==> config.mk <==
export PLATFORM = sky130hd
export DESIGN_NAME = aquarium_pump_driver
export DESIGN_NICKNAME = d
export VERILOG_FILES = /design/src/rtl/aq_pkg.sv /design/src/rtl/aq_pwm_gen.sv /design/src/rtl/aquarium_pump_driver.sv
export SDC_FILE = /design/constraint.sdc
export NUM_CORES = 1
export LEC_CHECK = 0
export CAP_MARGIN = 30
export CORE_UTILIZATION = 60
export DETAILED_ROUTE_END_ITERATION = 7
export GPL_TIMING_DRIVEN = 0
export PLACE_DENSITY_LB_ADDON = 0.15
export REMOVE_ABC_BUFFERS = 1
export SLEW_MARGIN = 20
export SYNTH_ARGS = -nofsm -noshare
export SYNTH_HDL_FRONTEND = slang
export SYNTH_HIERARCHICAL = 1
export SYNTH_SLANG_ARGS = --single-unit
==> constraint.sdc <==
create_clock -name clk -period 6.3 [get_ports clk]
set_input_delay 1.89 -clock clk [delete_from_list [all_inputs] [get_ports clk]]
set_output_delay 1.89 -clock clk [all_outputs]
set_load 0.02 [all_outputs]
==> src/rtl/aq_pkg.sv <==
// Shared types for the aquarium pump driver: FSM states, pump select and command encodings.
package aq_pkg;

  typedef enum logic [2:0] {IDLE, RAMP_UP, RUN, RAMP_DOWN, DEAD} state_e;
  typedef enum logic [1:0] {NONE, HOT, COLD} sel_e;

  localparam logic [1:0] CMD_OFF     = 2'b00;
  localparam logic [1:0] CMD_COLD    = 2'b01;
  localparam logic [1:0] CMD_HOT     = 2'b10;
  localparam logic [1:0] CMD_ILLEGAL = 2'b11;

  // An illegal command maps to NONE, so it behaves like OFF everywhere.
  function automatic sel_e cmd_to_sel(input logic [1:0] cmd);
    case (cmd)
      CMD_HOT:  cmd_to_sel = HOT;
      CMD_COLD: cmd_to_sel = COLD;
      default:  cmd_to_sel = NONE;
    endcase
  endfunction

endpackage

==> src/rtl/aq_pwm_gen.sv <==
// Free-running PWM counter and duty comparator; returns the ungated pwm bit.
module aq_pwm_gen #(
  parameter int PWM_BITS = 8
) (
  input  logic                clk,
  input  logic                clr,
  input  logic [PWM_BITS-1:0] duty,
  output logic                pwm_raw
);

  logic [PWM_BITS-1:0] pwm_cnt;

  always_ff @(posedge clk) begin
    if (clr) pwm_cnt <= '0;
    else     pwm_cnt <= pwm_cnt + 1'b1;
  end

  assign pwm_raw = (pwm_cnt < duty);

endmodule

==> src/rtl/aquarium_pump_driver.sv <==
// Hot/cold pump power-stage driver with soft start/stop, min on-time and dead-time.
// Optional dry-run protection is enabled with `define AQ_DRY_RUN_PROTECT_EN.
module aquarium_pump_driver
  import aq_pkg::*;
#(
  parameter int PWM_BITS         = 8,
  parameter int RAMP_STEP_CYCLES = 195312,
  parameter int MIN_ON_CYCLES    = 250000000,
  parameter int DEAD_CYCLES      = 50000000
) (
  input  logic                clk,
  input  logic                clr,
  input  logic                cmd_hot,
  input  logic                cmd_cold,
  input  logic                water_ok,
  output logic                hot_pwm,
  output logic                cold_pwm,
  output logic                busy,
  output logic                cmd_err,
  output logic                fault,
  output logic [PWM_BITS-1:0] duty
);

  localparam int STEP_W = (RAMP_STEP_CYCLES > 1) ? $clog2(RAMP_STEP_CYCLES) : 1;
  localparam int ON_W   = $clog2(MIN_ON_CYCLES + 1);
  localparam int DEAD_W = (DEAD_CYCLES > 1) ? $clog2(DEAD_CYCLES) : 1;

  localparam logic [STEP_W-1:0]   STEP_LAST = STEP_W'(RAMP_STEP_CYCLES - 1);
  localparam logic [ON_W-1:0]     ON_MAX    = ON_W'(MIN_ON_CYCLES);
  localparam logic [DEAD_W-1:0]   DEAD_LAST = DEAD_W'(DEAD_CYCLES - 1);
  localparam logic [PWM_BITS-1:0] DUTY_MAX  = '1;

  state_e              state, state_n;
  sel_e                sel, sel_n, cmd_sel;
  logic [1:0]          cmd_q;
  logic [PWM_BITS-1:0] duty_n;
  logic [STEP_W-1:0]   step_cnt, step_n;
  logic [ON_W-1:0]     on_cnt, on_n;
  logic [DEAD_W-1:0]   dead_cnt, dead_n;
  logic                step_done, dry, pwm_raw;

  always_ff @(posedge clk) begin
    if (clr) begin
      state    <= IDLE;
      sel      <= NONE;
      cmd_q    <= CMD_OFF;
      duty     <= '0;
      step_cnt <= '0;
      on_cnt   <= '0;
      dead_cnt <= '0;
      hot_pwm  <= 1'b0;
      cold_pwm <= 1'b0;
    end else begin
      state    <= state_n;
      sel      <= sel_n;
      cmd_q    <= {cmd_hot, cmd_cold};
      duty     <= duty_n;
      step_cnt <= step_n;
      on_cnt   <= on_n;
      dead_cnt <= dead_n;
      hot_pwm  <= (sel == HOT)  && pwm_raw;
      cold_pwm <= (sel == COLD) && pwm_raw;
    end
  end

  assign cmd_sel   = cmd_to_sel(cmd_q);
  assign step_done = (step_cnt == STEP_LAST);
  assign busy      = (state != IDLE);
  assign cmd_err   = cmd_q[1] & cmd_q[0];

`ifdef AQ_DRY_RUN_PROTECT_EN
  logic water_q, fault_q;

  always_ff @(posedge clk) begin
    if (clr) begin
      water_q <= 1'b1;
      fault_q <= 1'b0;
    end else begin
      water_q <= water_ok;
      if (dry && (state == RAMP_UP || state == RUN)) fault_q <= 1'b1;
    end
  end

  assign dry   = ~water_q;
  assign fault = fault_q;
`else
  logic unused_water;
  assign unused_water = water_ok;
  assign dry          = 1'b0;
  assign fault        = 1'b0;
`endif

  always_comb begin
    state_n = state;
    sel_n   = sel;
    duty_n  = duty;
    step_n  = '0;
    on_n    = on_cnt;
    dead_n  = '0;
    case (state)
      IDLE: begin
        if (cmd_sel != NONE && !fault) begin
          state_n = RAMP_UP;
          sel_n   = cmd_sel;
          duty_n  = '0;
        end
      end
      RAMP_UP: begin
        // Abort wins over a pending step so the ramp-down starts from the current duty.
        if (cmd_sel != sel || dry) begin
          state_n = RAMP_DOWN;
        end else if (step_done) begin
          duty_n = (duty == DUTY_MAX) ? duty : duty + 1'b1;
          if (duty_n == DUTY_MAX) begin
            state_n = RUN;
            on_n    = '0;
          end
        end else begin
          step_n = step_cnt + 1'b1;
        end
      end
      RUN: begin
        on_n = (on_cnt == ON_MAX) ? on_cnt : on_cnt + 1'b1;
        if ((cmd_sel != sel && on_cnt == ON_MAX) || dry) state_n = RAMP_DOWN;
      end
      RAMP_DOWN: begin
        if (step_done) begin
          duty_n = (duty == '0) ? duty : duty - 1'b1;
          if (duty_n == '0) state_n = DEAD;
        end else begin
          step_n = step_cnt + 1'b1;
        end
      end
      DEAD: begin
        if (dead_cnt == DEAD_LAST) state_n = IDLE;
        else                       dead_n  = dead_cnt + 1'b1;
      end
      default: state_n = IDLE;
    endcase
  end

  aq_pwm_gen #(.PWM_BITS(PWM_BITS)) u_pwm (
    .clk     (clk),
    .clr     (clr),
    .duty    (duty),
    .pwm_raw (pwm_raw)
  );

endmodule

# Word-level counts from Yosys, hierarchy flattened
# Cells that the tools add are included.
# word_totals
regBits	97
out_inout_bits	13
word_cells	84
# op_classes
add_sub_neg	6
n_lt_le_gt_ge	1
eq_ne	25
muxes	25
bitwise	2
reduce_logical	15
# ops
operator	count
$mux 28	4
$pmux 28 s2	1
$mux 8	6
$mux 18	2
$pmux 18 s2	1
$add 28x1->28 const B	1
$eq 28x28->1 const B	1
$add 26x1->26 const B	1
$eq 26x26->1 const B	1
$mux 3	8
$pmux 8 s3	1
$add 18x1->18 const B	1
$eq 18x18->1 const B	1
$ne 2x2->1 const B	9
$add 8x1->8 const B	2
$eq 8x8->1 const B	2
$logic_not 8->1	2
$pmux 3 s5	1
$reduce_and 5->1	2
$lt 8x8->1	1
$sub 8x1->8 const B	1
$reduce_and 7->1	1
$eq 3x2->1 const B	2
$ne 3x3->1 const B	2
14 further kinds	20

# Depth between registers and ports, before layout
# logic_depth
word_depth	7
ltp_mapped	11
mapped_depth_nobuf	8

# Modules after synthesis
# The synthesis kept the hierarchy.
# modules_own_cells
mod	instances	cells_each	area_per_inst_um2	seq_area_each_um2
aquarium_pump_driver	1	596	4793.3	1781.7
aq_pwm_gen	1	59	486.7	160.2

# Least setup slack after synthesis
# Ideal clock, no wire load.
# synth_timing
path_type	input port to flip-flop
startpoint	in clr
endpoint	reg step_cnt[10]
arrival_ns	2.644
required_ns	6.235
path_slack_ns	3.591
path_stages	4
n_path_buf	2
cell_sequence	or2_2 -> clkbuf_1 -> clkbuf_1 -> nor2_1
# synth_rtl
element	line_no	source
from (decl)	aquarium_pump_driver.sv:12	input logic clr,
to (signal assigned)	aquarium_pump_driver.sv:58	step_cnt <= step_n;
to (decl)	aquarium_pump_driver.sv:37	logic [STEP_W-1:0] step_cnt, step_n;

# Worst setup path in the final report
# layout_timing
startpoint	reg duty[2]
endpoint	out duty[2]
# layout_rtl
element	line_no	source
from (decl)	aquarium_pump_driver.sv:21	output logic [PWM_BITS-1:0] duty
from (signal assigned)	aquarium_pump_driver.sv:57	duty <= duty_n;
# No word-level cell between the ends.

==> summary.md <==
| Metric | Value |
|---|---|
| CTS root buf | clkbuf_8 |
| Drt wl/cell | 14.7 um |
| Final period utilization | 59.4% |
| Final ANT Viol Nets | 0 |
| Vias in the first global route | approximately 4100 |
| Synth cell types | 65 |
| GRT Util Overall | 25.5% |
| Detailed Route WL | ~11 mm |
| Worst slew pin tran | 0.835 ns |
| Largest vdd supply drop | 0.000138 V |
| Skew final | 0.0110 ns |
| # fillers | 733 |
| Post-synthesis async set-or-reset flop share | 0% |
| Slowest cell on crit path | dfxtp_1 |
| N_diodes | 0 |
| Nets | about 670 |
| Status | finished clean |
| Largest net degree at the start of global routing | 37 |
| CTS tree | built |
| Top cells by area, synth | dfxtp_1 37%, nor2_1 6.3%, a21oi_1 4.3% |
| RePlAce Congestion | 0.865 |
| Final Cell Area | 0.00565 mm2 |
| Worst Path Max Fanout | 19 |
| CP endpoint kind | output pin |
| Max Clk Rate | 267 MHz |
| Pwr Total | 1.34 mW |
| H-tree depth | 3 |
| Number of buffers created by CTS | 9 |
| Final Core Density | between 60% and 70% |
| Crit-path cells | clkdlybuf4s50_1 |
| Hold crit path type | flip-flop to flip-flop |
| Cell Area, Synth | approximately 0.0053 mm2 |
| Leakage Power | 1.83 nW |
| Core footprint | 0.00838 mm2 |
| Rows | 33 |
| Longest Clk Path Bufs | 2 |
| WP data required | approximately 4.4 ns |
| Antenna violations before repair | 0 |
| Power Density | 237 mW/mm2 |
| Post-synth EDFFs | 0 |
| Placed cell area | 0.00544 mm2 |
| Fin Setup TNS | 0 ns |
| Finished Layout Cells | 761 |
| Setup CP Type | flip-flop to output pin |
| Starting Density | 63.0% |
| Hold_buf cts | 0 |
| Ports | 18 |
| Final Hold Vio Count | 0 |
| Placed insts | 745 |
| Width of the die | 95.8 um |
| Drt pass-1 iters | 4 |
| Arr. time, crit path | 1.85 ns |
| Routed vias/inst | 6.07 |
| Maxcap violations | 0 |
| Sequential cell area fraction in the yosys report | between 30 and 40% |
| Critical path's top delay family | flip-flops |
| Startpoint types | flip-flop |
| Final setup viols | 0 |
| Ys Warns | 6 |
| Slew headroom | roughly 44% |
| Syn Inst Count | between 600 and 700 |
| Top_reg_cell synth | dfxtp_1 |
| Routed vias | ~4600 |
| Setup Buffers After CTS | 0 |
| Tmin final | 3.74 ns |
| Post-DP HPWL | between 7 and 8 mm |
| Clock sinks | 97 |
| Clock Pin Slew Worst Setup and Hold Paths | 0.10 ns |
| Leading area contributor after synthesis | dfxtp_1 |
| DRC Markers | 0 |
| Post-synth top area share | 36.8% |
| Global-route wire length before repair | ~19 mm |
| #FFs+latches synth | just under 100 |
| Port buffer count | 15 |
| GRT overflow | 0 |
| Die area | 0.00918 mm2 |
| Syn Area/Cell | 8.06 um2 |
| DRT iter0 DRCs | 195 |
| Worst stage delay on the critical path | 0.75 ns |
| Clk_lat worst skew | 0.37 ns |
| Die H | 95.8 um |
| Layout area overhead | 7.04% |
| RSZ-0062 raised after global routing | false |
| Fin. max-slew vios | 0 |
| CP Buf/Inv Count | 1 |
| Ratio of cells with drive above 1 in the final layout | 6.71% |
| Post_cts resized | 0 |
==> final timing paths <==
path                            cells past startpoint  slack (ns)           to        start
worst max-delay path                                1        2.56      duty[2]      duty[2]
worst min-delay path                                1        0.47  step_cnt[0]  step_cnt[0]
worst max register to register                      8        3.22     state[2]      duty[0]
worst min register to register                      1        0.47  step_cnt[0]  step_cnt[0]
==> registers in the layout (all words and copies together) (netlist names) <==
signal,cells
u_pwm/pwm_cnt,8
dead_cnt,26
cold_pwm,1
cmd_q,2
step_cnt,18
on_cnt,28
hot_pwm,1
sel,2
state,3
duty,8
==> Yosys cell counts, drive strengths merged, types with 2 or more instances <==
cell / count
clkbuf: 19
xor2: 24
and4: 6
nor4bb: 5
a31oi: 7
dfxtp: 97
and2: 3
or3b: 2
nand4: 17
nor3: 12
nor4: 10
nor3b: 3
a41oi: 2
ha: 17
nor2b: 6
o31ai: 9
o22ai: 2
inv: 26
xnor2: 23
o21a: 2
a211oi: 5
o21ai: 33
buf: 12
or3: 13
a311oi: 5
mux2i: 7
nand3: 41
nand2: 52
or2: 4
a21oi: 48
and3b: 2
or4: 14
o211ai: 4
a21o: 2
and3: 15
nor2: 89
nand4bb: 3
==> through the flow <==
| step | setup WS (ns) | hold WS, ns |
|---|---|---|
| 3_3_place_gp | 1.72 | 0.441 |
| 6_report | 2.56 | 0.474 |
| 4_1_cts | 2.55 | 0.476 |
| 2_1_floorplan | 3.53 | 0.426 |
| 5_1_grt | 2.49 | 0.498 |
| 3_5_place_dp | 2.88 | 0.451 |
==> kinds of logic (layout without fill, tap and decap cells) <==
logic type / Yosys count / in the layout / share of synthesized area (%)
compound gates: 128 / 128 / 14.8
xor+xnor: 47 / 47 / 7.80
fa+ha+maj: 17 / 17 / 4.03
buf+inv: 57 / 58 / 4.50
flops: 97 / 97 / 36.8
mux: 7 / 7 / 1.33
other cells: 1 / 1 / 0.0710
simple gates: 301 / 301 / 30.7
==> where the power goes <==
part | total (mW) | internal, mW | leakage [nW] | switching (mW)
clock network | 0.429 | 0.191 | 0.103 | 0.237
registers | 0.654 | 0.627 | 0.783 | 0.0278
logic | 0.256 | 0.0911 | 0.939 | 0.165
==> routing by layer <==
layer | GRT usage [%] | routed length, um
met1 | 34.3 | 5420
met2 | 41.5 | 5190
met3 | 4.66 | 450
met4 | 7.59 | 102
met5 | 0 | 0
==> layout by cell type (no fill, tap or decap), drive strengths merged, types with 6 or more instances in the layout <==
master / count
dfxtp: 97
nor2: 89
nand2: 52
a21oi: 48
nand3: 41
o21ai: 33
inv: 30
xor2: 24
xnor2: 23
ha: 17
nand4: 17
and3: 15
clkdlybuf4s50: 14
or4: 14
or3: 13
nor3: 12
nor4: 10
o31ai: 9
clkbuf: 9
a31oi: 7
mux2i: 7
nor2b: 6
and4: 6
==> cell type report <==
| class | instances | area, um2 | share of cell area [%] |
|---|---|---|---|
| clock buffers | 9 | 124 | 2.19 |
| clock inverters | 7 | 83.8 | 1.48 |
| inverters | 26 | 97.6 | 1.73 |
| multi-input cells | 501 | 3110 | 55.0 |
| flip-flops and latches | 97 | 1940 | 34.4 |
| well taps | 105 | 131 | 2.32 |
| repair buffers | 16 | 165 | 2.92 |
(Power assumes the default switching activity.)
